--- config.mk ---
export PLATFORM = sky130hd
export DESIGN_NAME = fetch_unit
export DESIGN_NICKNAME = d
export VERILOG_FILES = /design/src/rtl/fetch_unit.sv
export SDC_FILE = /design/constraint.sdc
export NUM_CORES = 1
export LEC_CHECK = 0
export ABC_AREA = 1
export BUFFER_PORTS_ARGS = -buffer_cell sky130_fd_sc_hd__buf_4
export CORE_MARGIN = 1.5
export CORE_UTILIZATION = 50
export DETAILED_ROUTE_END_ITERATION = 8
export PLACE_DENSITY = 0.92
export REMOVE_ABC_BUFFERS = 1
export SLEW_MARGIN = 15
export SYNTH_ARGS = -nofsm -noshare
export SYNTH_HDL_FRONTEND = slang
export SYNTH_SLANG_ARGS = --single-unit
export TNS_END_PERCENT = 1
--- constraint.sdc ---
create_clock -name clock -period 3 [get_ports clock]
set_input_delay 0.3 -clock clock [delete_from_list [all_inputs] [get_ports clock]]
set_output_delay 0.3 -clock clock [all_outputs]
set_load 0.005 [all_outputs]
--- src/rtl/fetch_unit.sv ---
// Instruction fetch unit: IDLE/RUN/DRAIN control, one-cycle-latency instruction RAM, in-order {inst, pc} buffer.
// Define FETCH_SKID_BUFFER_EN for a 2-entry buffer (1 inst/cycle); otherwise the buffer holds 1 entry.
module fetch_unit #(
    parameter logic [15:0] RESET_PC = 16'h0000
) (
    input  logic        clock,
    input  logic        reset,
    input  logic        start,
    input  logic [15:0] start_pc,
    input  logic        stop,
    input  logic        redirect,
    input  logic [15:0] redirect_pc,
    output logic [15:0] inst_ram_address,
    output logic        inst_ram_read,
    input  logic [31:0] inst_ram_data,
    output logic        out_valid,
    input  logic        out_ready,
    output logic [31:0] out_inst,
    output logic [15:0] out_pc,
    output logic        busy
);

`ifdef FETCH_SKID_BUFFER_EN
    localparam int DEPTH = 2;
`else
    localparam int DEPTH = 1;
`endif
    localparam int CW = $clog2(DEPTH + 1);

    typedef enum logic [1:0] {IDLE, RUN, DRAIN} state_t;

    typedef struct packed {
        logic [31:0] inst;
        logic [15:0] pc;
    } entry_t;

    state_t          state;
    logic [15:0]     fetch_pc;
    logic [15:0]     inflight_pc;
    logic            inflight;
    logic [CW-1:0]   count;
    entry_t          buf_q [DEPTH];

    logic            pop;
    logic            push;
    logic            flush;
    logic [CW-1:0]   wr_idx;
    logic [CW-1:0]   count_next;

    // NOTE: every signal assigned in always_comb is given a value on every path, so no latch is inferred.
    always_comb begin
        out_valid  = (count != '0);
        pop        = out_valid && out_ready;
        flush      = (state == RUN) && redirect;
        push       = inflight && !flush;
        wr_idx     = count - CW'(pop);
        count_next = wr_idx + CW'(push);
        // Only issue when the returning word is guaranteed a free slot.
        inst_ram_read = (state == RUN) && !stop && !redirect
                        && ((int'(count) - int'(pop) + int'(inflight)) < DEPTH);
        inst_ram_address = fetch_pc;
        out_inst = out_valid ? buf_q[0].inst : '0;
        out_pc   = out_valid ? buf_q[0].pc   : '0;
        busy     = (state != IDLE);
    end

    // NOTE: sequential state uses non-blocking assignments so every register sees pre-edge values.
    always_ff @(posedge clock) begin
        if (reset) begin
            state       <= IDLE;
            fetch_pc    <= RESET_PC;
            inflight    <= 1'b0;
            inflight_pc <= RESET_PC;
            count       <= '0;
        end else begin
            inflight <= inst_ram_read;
            if (inst_ram_read) begin
                inflight_pc <= fetch_pc;
                fetch_pc    <= fetch_pc + 16'd1;
            end
            count <= flush ? '0 : count_next;

            case (state)
                IDLE: begin
                    if (start) begin
                        state    <= RUN;
                        fetch_pc <= start_pc;
                    end
                end
                RUN: begin
                    if (redirect) begin
                        fetch_pc <= redirect_pc;
                        state    <= stop ? IDLE : RUN;
                    end else if (stop) begin
                        state <= DRAIN;
                    end
                end
                DRAIN: begin
                    if (count_next == '0 && !inflight)
                        state <= IDLE;
                end
                default: state <= IDLE;
            endcase
        end
    end

    // NOTE: payload storage has no reset; count qualifies it and out_* are masked while empty.
    always_ff @(posedge clock) begin
        for (int i = 0; i < DEPTH; i++) begin
            if (push && i == int'(wr_idx))
                buf_q[i] <= '{inst: inst_ram_data, pc: inflight_pc};
            else if (pop && i < DEPTH - 1)
                buf_q[i] <= buf_q[(i + 1) % DEPTH];
        end
    end

endmodule
; ---- Word-level counts from Yosys, hierarchy flattened
; Memory sizes are Yosys's and may differ from the RTL's.
; Cells that the tools add are included.
[op_classes]
add_sub_neg = 5
n_reduce_logical = 16
bitwise = 2
magnitude_cmp = 1
n_mux = 14
eq_ne = 5
[op_table]
columns = operator, count
row1 = $mux 16, 4
row2 = $mux 32, 1
row3 = $pmux 16 s2, 1
row4 = $add 16x1->16 const B, 1
row5 = $logic_and 1x1->1, 8
row6 = $mux 2, 4
row7 = $pmux 2 s3, 1
row8 = $logic_not 1->1, 4
row9 = $ne 2x2->1 const B, 2
row10 = $add 2x2->3, 1
row11 = $lt 3x2->1 const B, 1
row12 = $mux 1, 3
row13 = $ne 3x3->1 const B, 1
row14 = $reduce_and 3->1, 1
row15 = $eq 2x1->1 const B, 1
row16 = $eq 2x2->1 const B, 1
row17 = $logic_not 2->1, 1
row18 = $not 1->1, 2
row19 = $reduce_bool 2->1, 1
row20 = $reduce_or 2->1, 1
row21 = $sub 1x1->2, 1
row22 = $add 1x1->1, 1
row23 = $sub 1x1->1, 1
[word_totals]
elab_cells = 49
register_bits = 36
mem_bits_rw = 48
memories = 1
output_inout_bits = 67
[memory_table]
columns = memory, depth, word_bits, read_ports, rd_ports_with_merged_regs, wr, line
row1 = buf_q, 1, 48, 1, 0, 1, 42  ; entry_t buf_q [DEPTH];

; ---- Depth between registers and ports, before layout
[depth]
depth_word = 9
mapped_depth = 9
ltp_nobuf = 9

; ---- Worst setup path before layout
; OpenSTA, ideal clock, no wires.
[synth_path]
path_type = reg-to-reg
startpoint = register state[1]
endpoint = memory buf_q[0][0] in the netlist's numbering (enable)
arrival_time_ns = 1.927
required_time_ns = 2.589
period_less_slack_ns = 2.338
path_stages_with_launch = 6
setup_slack_ns = 0.662
path_cell_list = dfxtp_1 > nor2_8 > nand2_1 > nand2_1 > inv_1 > ha_1
[synth_via]
elab_chain_cells = 7
[synth_rtl]
columns = item, line
row1 = "start, declared", 37  ; state_t state;
row2 = "start signal, assigned", 93  ; state <= stop ? IDLE : RUN;
row3 = $eq 2x1->1, 54  ; flush = (state == RUN) && redirect;
row4 = $logic_and 1x1->1, 54
row5 = $logic_not 1->1, 55  ; push = inflight && !flush;
row6 = $logic_and 1x1->1, 55
row7 = $logic_and 1x1->1, 110  ; if (push && i == int'(wr_idx))
row8 = $mux 1, 110
row9 = $mux 1 (implied by the code), 111  ; buf_q[i] <= '{inst: inst_ram_data, pc: inflight_pc};
row10 = "end, declared", 42
; Every way passes these cells.

; ---- Final worst setup path
[layout_path]
startpoint = register count (netlist: out_valid)
endpoint = output port inst_ram_read
[layout_via]
elab_chain_cells = 5
[layout_rtl]
columns = item, line
row1 = "start, declared", 41  ; logic [CW-1:0] count;
row2 = "start signal, assigned", 81  ; count <= flush ? '0 : count_next;
row3 = $logic_and 1x1->1, 53  ; pop = out_valid && out_ready;
row4 = $sub 1x1->2 (*), 60  ; && ((int'(count) - int'(pop) + int'(inflight)) < DEPTH);
row5 = $add 2x2->3 (*), 60
row6 = $lt 3x2->1 (*), 60
row7 = $logic_and 1x1->1 (*), 60
row8 = "end, declared", 14  ; output logic inst_ram_read,
; Every way passes the cells marked *; elsewhere a longest branch is shown, timed or not.

==> out/metrics.cfg <==
[outcome]
status=complete, no violations

[layout]
mostFrequentLayoutCells=buf_4 (137), nand2_1 (102), inv_1 (87), nand3_1 (63), edfxtp_1 (48)
final_nets=659
finalNonFillerCells=690
drive_gt1_frac=0.279
syn2layout_area_growth_pct=31.0
layout_commonest_cell=buf_4
antennaDiodeCount=0

[clocking]
ctsResizeCount=0
clockBufferDepth=2
cts-root-buf=clkbuf_8
htree_levels=3
clock_sinks=84
path_clk_slew_ns=0.08
hold_buffers=0
postCtsSetupBuffers=0
insertion_delay_ns=0.33
cts_buffers=9
cts_tree=done

[power_and_ir_drop]
power_frac_seq=0.561
p_leak_nw=2.60
p_int_mw=1.74
swShare=0.268
pwr-share-comb=0.161
power.switching_mw=0.637
clkPwrFrac=0.278
ir_drop_v=0.000251
powerDensity_mw_per_mm2=471

[timing]
rsz0062_at_grt=false
setup_viol=0
hold_viol=0
fmax_mhz=409
maxSlewViolCount=0
setup_tns_ns=0
skew_ns=0.00594
tightestPinTransition_ns=0.898
timing.slew.headroom=0.402
period_share=0.815
fin_crit_ns=2.45

[placement]
gp_congestion=0.878
hpwl_um=6450
dp.cells=675
port-buffer-count=136

[detailed_routing]
firstDrtPassIters=4
wl_um=8840
drc_errors=0
drt_iter0_drc=189
wl_per_cell_um=12.8
routed_via_density=4.86
postRouteAntennaNets=0
vias=3351

[floorplanning]
ios=137
dieWidth_um=90.8
design.die.area_mm2=0.00825
core_area_mm2=0.00737
die_h_um=90.8
rows=31
initial_core_util=0.523

[min_path]
min_from=inst_ram_data[2]
whs_path_depth=1
hold_path.class=input pin to flip-flop
whs_endpoint=buf_q[0][18]$_DFFE_PP_

[global_route]
antenna_found_initial=0
grt_pass1_vias=3083
grtUsageTotal=0.219
grt_pass1_wl_um=14400
grt_max_degree=52
globalRoute.totalOverflow=0

[critical_path]
timing.rr.start=out_valid$_SDFF_PP0_
critPathKind=flip-flop to primary output
cpMostUsedCell=nand2_1
critPathSlowestCell=nor2_4
cp_slowest_stage_delay_ns=0.66
worst-path-max-fanout=51
cp.required_ns=2.70
r2r_slack_ns=0.84
end_kind=primary output
critical_path.cell_chain=nand2_1 > nand2_1 > nor2_4 > buf_4
critPathLaunchType=flip-flop
r2r_end=inst_ram_address[9]$_SDFF_PP0_
crit_arrival_ns=2.15
reg2regPathDepth=8

[yosys]
ys_ff_latch=84
syn_avg_cell_area_um2=8.39
ys_seq_area_frac=0.560
synth_edf_count=48
synthArstFlopShare=0
synthFlopType=edfxtp_1
postSynthCellCount=460
yosysUniqueCellTypes=28
synth.cell_area_mm2=0.00386
yosysWarnings=0

[run]
maxCapViolCount=0

[how the worst max path moves through the flow]
stage	start	end	slack [ns]	depth (start not counted)
5_1_grt	out_valid$_SDFF_PP0_	inst_ram_read	0.36	4
3_3_place_gp	out_valid$_SDFF_PP0_	inst_ram_address[9]$_SDFF_PP0_	0.97	8
2_1_floorplan	out_valid$_SDFF_PP0_	buf_q[0][0]$_DFFE_PP_	0.45	2
6_report	out_valid$_SDFF_PP0_	inst_ram_read	0.55	4
4_1_cts	out_valid$_SDFF_PP0_	inst_ram_read	0.55	4
3_5_place_dp	out_valid$_SDFF_PP0_	inst_ram_address[9]$_SDFF_PP0_	0.89	8
[metal layers]
metal  up-vias  wire length (um)  global-route usage
met4         0                24              0.0599
met2       147              4160               0.353
met5         -                 0                   0
met3         2               670              0.0488
li1       1716                 -                   -
met1      1486              3990               0.296
[critical path, delay by kind of cell, from the launching register on]
family,cells,cell delay (ns)
flops,1,0.59
simple gates,3,0.99
buf+inv,1,0.23
[final cells by class]
type                            count  area [um2]
Inverter                           91         342
Clock buffer                       10         128
Fill cell                         594        2310
Clock inverter                      5        30.0
Tap cell                           99         124
Multi-Input combinational cell    264        1240
Sequential cell                    84        2160
Timing Repair Buffer              137        1030
[sequential cells by signal, summed over array words and instances (netlist names)]
register / count
buf_q: 48
inflight: 1
inflight_pc: 16
inst_ram_address: 16
out_valid: 1
state: 2
[synthesized netlist by cell type, types with 2 or more instances]
library cell | n | area share
nor3_1 | 2 | 0.0026
buf_4 | 2 | 0.0039
nand3_1 | 63 | 0.082
inv_1 | 87 | 0.085
buf_6 | 3 | 0.0088
clkbuf_1 | 7 | 0.0068
o21ai_0 | 19 | 0.025
nor2_1 | 28 | 0.027
inv_2 | 4 | 0.0039
nor2_4 | 2 | 0.0058
o21bai_1 | 2 | 0.0039
buf_2 | 6 | 0.0078
nand2_1 | 102 | 0.099
a31oi_1 | 2 | 0.0032
nand4_1 | 5 | 0.0081
dfxtp_1 | 36 | 0.19
buf_1 | 3 | 0.0029
nor2_2 | 3 | 0.0049
edfxtp_1 | 48 | 0.37
ha_1 | 2 | 0.0065
a21oi_1 | 27 | 0.035
[cell families after synthesis]
group,share of synthesized area
AO/OA/AOI/OAI,0.0749
adder cells (fa/ha/maj),0.00649
buffers and inverters,0.119
flip-flops,0.560
AND/OR/NAND/NOR,0.239
[power by group through the flow]
stage	Clock (mW)	Sequential (mW)	Combinational, mW
2_1_floorplan	0	1.35	0.193
3_3_place_gp	0	1.36	0.369
3_5_place_dp	0	1.36	0.380
4_1_cts	0.677	1.33	0.383
5_1_grt	0.734	1.34	0.424
6_report	0.662	1.33	0.382
[stage by stage]
stage | area (um2) | total power, mW | util | hold slack [ns] | worst slack [ns]
after floorplan | 3740 | 1.54 | - | 0.369 | 0.446
after global placement | 4900 | 1.73 | 0.665 | 0.414 | 0.970
after detailed placement | 4900 | 1.74 | 0.665 | 0.413 | 0.885
after CTS | 5050 | 2.39 | 0.686 | 0.120 | 0.553
after global routing | 5050 | 2.50 | 0.686 | 0.109 | 0.360
final | 5050 | 2.38 | 0.686 | 0.137 | 0.554
Note: power is estimated with default switching activity, not from simulation.
